==> config.mk <==
export PLATFORM = sky130hd
export DESIGN_NAME = conv_encoder
export DESIGN_NICKNAME = d
export VERILOG_FILES = /design/src/rtl/conv_encoder.sv
export SDC_FILE = /design/constraint.sdc
export NUM_CORES = 1
export LEC_CHECK = 0
export ABC_AREA = 1
export BUFFER_PORTS_ARGS = -buffer_cell sky130_fd_sc_hd__buf_2
export CAP_MARGIN = 20
export CORE_AREA = 2 2 39 41
export CTS_BUF_LIST = sky130_fd_sc_hd__clkbuf_4 sky130_fd_sc_hd__clkbuf_8
export CTS_CLUSTER_SIZE = 20
export DETAILED_ROUTE_END_ITERATION = 10
export DIE_AREA = 0 0 41 43
export GPL_ROUTABILITY_DRIVEN = 0
export GPL_TIMING_DRIVEN = 1
export PLACE_DENSITY = 0.63
export SYNTH_ARGS = -nofsm -noshare
export SYNTH_HDL_FRONTEND = slang
export SYNTH_SLANG_ARGS = --single-unit
export TNS_END_PERCENT = 100
==> constraint.sdc <==
create_clock -name clk -period 1.32 [get_ports clk]
set_input_delay 0.066 -clock clk [delete_from_list [all_inputs] [get_ports clk]]
set_output_delay 0.066 -clock clk [all_outputs]
set_load 0.02 [all_outputs]
==> src/rtl/conv_encoder.sv <==
// conv_encoder: rate-1/2 feed-forward convolutional encoder with a serial
// c0-then-c1 output stream and a valid/ready input handshake.
// Compile-time option: CONV_TAIL_EN appends K-1 zero tail bits per frame
// (terminated code). When it is undefined, the shift register carries
// across frames and no tail cycles are inserted.
module conv_encoder #(
    parameter int unsigned    FRAME_LEN = 6,
    parameter int unsigned    K         = 3,
    parameter logic [K-1:0]   G0        = 3'b111,
    parameter logic [K-1:0]   G1        = 3'b101
) (
    input  logic clk,
    input  logic rst,
    input  logic data_i,
    input  logic valid_i,
    output logic ready_o,
    output logic data_o,
    output logic valid_o,
    output logic frame_start_o
);

    localparam int unsigned BIT_W  = $clog2(FRAME_LEN + 1);
`ifdef CONV_TAIL_EN
    localparam int unsigned TAIL_W = $clog2(K);

    typedef enum logic [0:0] {S_DATA = 1'b0, S_TAIL = 1'b1} state_t;
`else
    typedef enum logic [0:0] {S_DATA = 1'b0} state_t;
`endif

    state_t             state_q, state_d;
    logic               phase_q, phase_d;
    logic [K-2:0]       sr_q, sr_d;
    logic [BIT_W-1:0]   bit_cnt_q, bit_cnt_d;
`ifdef CONV_TAIL_EN
    logic [TAIL_W-1:0]  tail_cnt_q, tail_cnt_d;
`endif
    logic               c1_hold_q, c1_hold_d;
    logic               data_q, data_d;
    logic               valid_q, valid_d;
    logic               frame_start_q, frame_start_d;

    logic               accept;
    logic               advance;
    logic               enc_bit;
    logic [K-1:0]       u;
    logic               c0;
    logic               c1;

    assign ready_o       = (state_q == S_DATA) && !phase_q && !rst;
    assign accept        = valid_i && ready_o;
    assign data_o        = data_q;
    assign valid_o       = valid_q;
    assign frame_start_o = frame_start_q;

    // Encoder datapath: pick the bit to encode and form both parity outputs
    always_comb begin
        enc_bit = 1'b0;
        advance = accept;
        if (state_q == S_DATA) begin
            enc_bit = data_i;
        end
`ifdef CONV_TAIL_EN
        // Tail bits are zeros and need no handshake
        if (state_q == S_TAIL && !phase_q) begin
            advance = 1'b1;
        end
`endif
        u  = {enc_bit, sr_q};
        c0 = ^(u & G0);
        c1 = ^(u & G1);
    end

    // State register and all output/datapath flops
    always_ff @(posedge clk or posedge rst) begin
        if (rst) begin
            state_q       <= S_DATA;
            phase_q       <= 1'b0;
            sr_q          <= '0;
            bit_cnt_q     <= '0;
`ifdef CONV_TAIL_EN
            tail_cnt_q    <= '0;
`endif
            c1_hold_q     <= 1'b0;
            data_q        <= 1'b0;
            valid_q       <= 1'b0;
            frame_start_q <= 1'b0;
        end else begin
            state_q       <= state_d;
            phase_q       <= phase_d;
            sr_q          <= sr_d;
            bit_cnt_q     <= bit_cnt_d;
`ifdef CONV_TAIL_EN
            tail_cnt_q    <= tail_cnt_d;
`endif
            c1_hold_q     <= c1_hold_d;
            data_q        <= data_d;
            valid_q       <= valid_d;
            frame_start_q <= frame_start_d;
        end
    end

    // Next-state: phase toggling, shift register, frame and tail counters
    always_comb begin
        state_d    = state_q;
        phase_d    = phase_q;
        sr_d       = sr_q;
        bit_cnt_d  = bit_cnt_q;
`ifdef CONV_TAIL_EN
        tail_cnt_d = tail_cnt_q;
`endif
        if (!phase_q) begin
            if (advance) begin
                phase_d = 1'b1;
                // u[K-1:1] is {new bit, sr[K-2:1]}: shift in at the MSB
                sr_d    = u[K-1:1];
                if (state_q == S_DATA) begin
                    bit_cnt_d = bit_cnt_q + 1'b1;
                end
            end
        end else begin
            phase_d = 1'b0;
            case (state_q)
                S_DATA: begin
                    if (bit_cnt_q == BIT_W'(FRAME_LEN)) begin
                        bit_cnt_d = '0;
`ifdef CONV_TAIL_EN
                        state_d   = S_TAIL;
`endif
                    end
                end
`ifdef CONV_TAIL_EN
                S_TAIL: begin
                    if (tail_cnt_q == TAIL_W'(K - 2)) begin
                        tail_cnt_d = '0;
                        state_d    = S_DATA;
                    end else begin
                        tail_cnt_d = tail_cnt_q + 1'b1;
                    end
                end
`endif
                default: ;
            endcase
        end
    end

    // Output: c0 on the encode cycle, held c1 on the following cycle
    always_comb begin
        data_d        = data_q;
        valid_d       = 1'b0;
        frame_start_d = 1'b0;
        c1_hold_d     = c1_hold_q;
        if (!phase_q) begin
            if (advance) begin
                data_d        = c0;
                valid_d       = 1'b1;
                c1_hold_d     = c1;
                frame_start_d = (state_q == S_DATA) && (bit_cnt_q == '0);
            end
        end else begin
            data_d  = c1_hold_q;
            valid_d = 1'b1;
        end
    end

endmodule
==> results.md <==
* Status: finished clean
* Cell area after synthesis at 512 µm²
* Total track usage at 13.7%
* Leakage at 0.333 nW
* Slew HR at 83.7%
* Min-Delay Path Class: in -> reg
* Ports at 8
* Layout cell share with drive strength beyond 1 at 27.1%
* Power consumption at 979 µW
* F_max at 888 MHz
* Synthesis-to-layout area growth at 21.3%
* Worst VDD drop at 575 µV
* Min Tclk post-route at 1.13 ns
* Post-synthesis sequential area ratio at 48.9%
* Layout Nets at 78
* Ant. Diodes at 0
* Internal Power at 652 µW
* Vias per inst at 4.36
* First-pass GRT wire length at 1570 µm
* Setup slack after placement at 0.227 ns
* Full die area at 1760 µm²
* Final HPWL DP at 624 µm
* Crit start category: register
* Clock buffer depth at 2
* Remaining DRCs at 0
* Routed wire per std cell at 9.53 µm
* Worst-Skew Late Latency at 0.26 ns
* Antenna violations before repair at 0
* H-tree levels at 1
* Fin cells at 86
* Syn nets at 64
* Critical path arrival at 1.06 ns
* TritonCTS buffer count at 3
* Row count at 14
* Final wirelength at 820 µm
* Critical path capture point type: output port
* Setup-failing EPs final at 0
* Final WS setup at 0.194 ns
* Largest net degree at the start of global routing at 11
* Inst Count DP at 81
* Actual slew at the worst max-slew pin at 0.245 ns
* RSZ-0062 raised after global routing: no
* Initial DRC Count at 2
* Port Buffers at 7
* Number of synthesized register bits at 10
* Final hold vios at 0
* Hold slack at 0.0784 ns
* Max cap viols at 0
* Crit Path Class: reg -> out
* Via count at 375
* Avg Cell Area, Syn at 8.98 µm²
* Worst Path Max Fanout at 6
* Final Max Slew Viols at 0
* Clock skew at 0.00247 ns
* Reg power frac at 44.3%
* R2R setup slack at 0.22 ns
* Initial core utilization at 37.0%
* Logic gate share of total power at 26.8%
* Required time worst endpoint at 1.25 ns
* TNS Setup at 0 ns
* Netlist cell types at 15
* Root Buffer: clkbuf_4
* YS warnings at 0
* Resize count post-CTS at 0
* Worst-path clk slew at 0.07 ns
* Antenna Violating Nets Remaining at 0
* Vias in the first global route at 370
* Die Y at 43 µm
* DRT Pass-1 Iters at 4
* Switch share at 33.4%
* Gate Count Post-Synth at 57
* Chip Width at 41 µm
* Clock sink total at 10
* Pwr per Cell Area at 1580 nW/µm²
* Core area at 1380 µm²
* CTS tree: built
* Final period util at 85.3%
* Congestion Overflow GR at 0
* Clk pwr share at 28.9%
* Net switching power at 327 µW
[sequential cells by signal, summed over array words and instances, names as in the netlist]
name,cells
bit_cnt_q,3
c1_hold_q,1
data_o,1
frame_start_o,1
phase_q,1
sr_q,2
valid_o,1
[cells by family after synthesis]
group / Yosys count / share of synthesized area (%)
AO/OA/AOI/OAI: 8 / 8.56
adder cells (fa/ha/maj): 3 / 7.34
buffers and inverters: 10 / 7.82
flip-flops: 10 / 48.9
AND/OR/NAND/NOR: 26 / 27.4
[timing repair]
action / 4_1_cts / 5_1_grt
setup buffers: 0 / 0
hold buffers: 1 / 0
endpoints found under the hold margin: 10 / 0
[layout by cell type, fill, tap and decap left out]
cell,synthesis,final
a21oi_1,2,2
buf_2,0,7
buf_4,0,1
clkbuf_4,0,3
clkbuf_8,0,1
dfrtp_1,10,10
dlygate4sd3_1,0,1
ha_1,3,3
inv_1,9,9
inv_4,1,1
nand2_1,16,16
nand2_4,2,2
nand3_1,2,2
nand3_2,1,1
nand3b_1,1,1
nor2_1,2,2
nor2_4,2,2
o21ai_0,2,2
o21ai_1,3,3
o21ai_2,1,1
[cells in the mapped netlist]
library cell	instances	area, µm²
nand2_1	16	60.1
dfrtp_1	10	250
inv_1	9	33.8
ha_1	3	37.5
o21ai_1	3	15.0
a21oi_1	2	10.0
nand2_4	2	22.5
nand3_1	2	10.0
nor2_1	2	7.51
nor2_4	2	22.5
o21ai_0	2	10.0
inv_4	1	6.26
nand3_2	1	10.0
nand3b_1	1	7.51
o21ai_2	1	8.76
[critical path, cell delays in order (launching register included)]
cell and delay [ns]:
dfrtp_1 0.46, nor2_4 0.16, buf_2 0.17
[metrics by stage]
| stage | utilization, % | area, µm² |
|---|---|---|
| after global placement | 41.5 | 574 |
| after floorplan | - | 512 |
| after CTS | 44.8 | 621 |
| after detailed placement | 41.5 | 574 |
| after global routing | 44.8 | 621 |
| final | 44.8 | 621 |
[metal layers]
| layer | share of wire, % | vias up | global-route usage, % | wire (µm) |
|---|---|---|---|---|
| met5 | 0 | - | 0 | 0 |
| met4 | 0 | 0 | 8.00 | 0 |
| met3 | 4.9 | 0 | 6.28 | 40 |
| li1 | - | 205 | - | - |
| met1 | 50 | 163 | 18.6 | 414 |
| met2 | 45 | 7 | 17.2 | 366 |
[path summary, 6_finish.rpt]
| kind | from | to | cells past startpoint |
|---|---|---|---|
| worst max-delay path | phase_q | ready_o | 2 |
| worst min-delay path | valid_i | valid_o | 3 |
| worst max register to register | bit_cnt_q[0] | bit_cnt_q[0] | 6 |
| worst min register to register | data_o | data_o | 2 |
| max in group asynchronous | rst | data_o | 4 |
| min in group asynchronous | rst | frame_start_o | 4 |
[power groups by stage]
stage / sequential (mW) / combinational [mW] / clock [mW]
final: 0.434 / 0.263 / 0.283
after global routing: 0.448 / 0.315 / 0.312
after CTS: 0.435 / 0.268 / 0.295
after detailed placement: 0.438 / 0.266 / 0
after global placement: 0.438 / 0.262 / 0
after floorplan: 0.446 / 0.186 / 0
[layout make-up]
| type | instances | area, µm² |
|---|---|---|
| timing repair buffer | 9 | 52.6 |
| inverter | 10 | 40.0 |
| tap | 16 | 20.0 |
| sequential | 10 | 250 |
| clock buffer | 4 | 36.3 |
| fill | 142 | 763 |
| multi-input combinational | 37 | 221 |
Power figures use the tool's default switching activity.
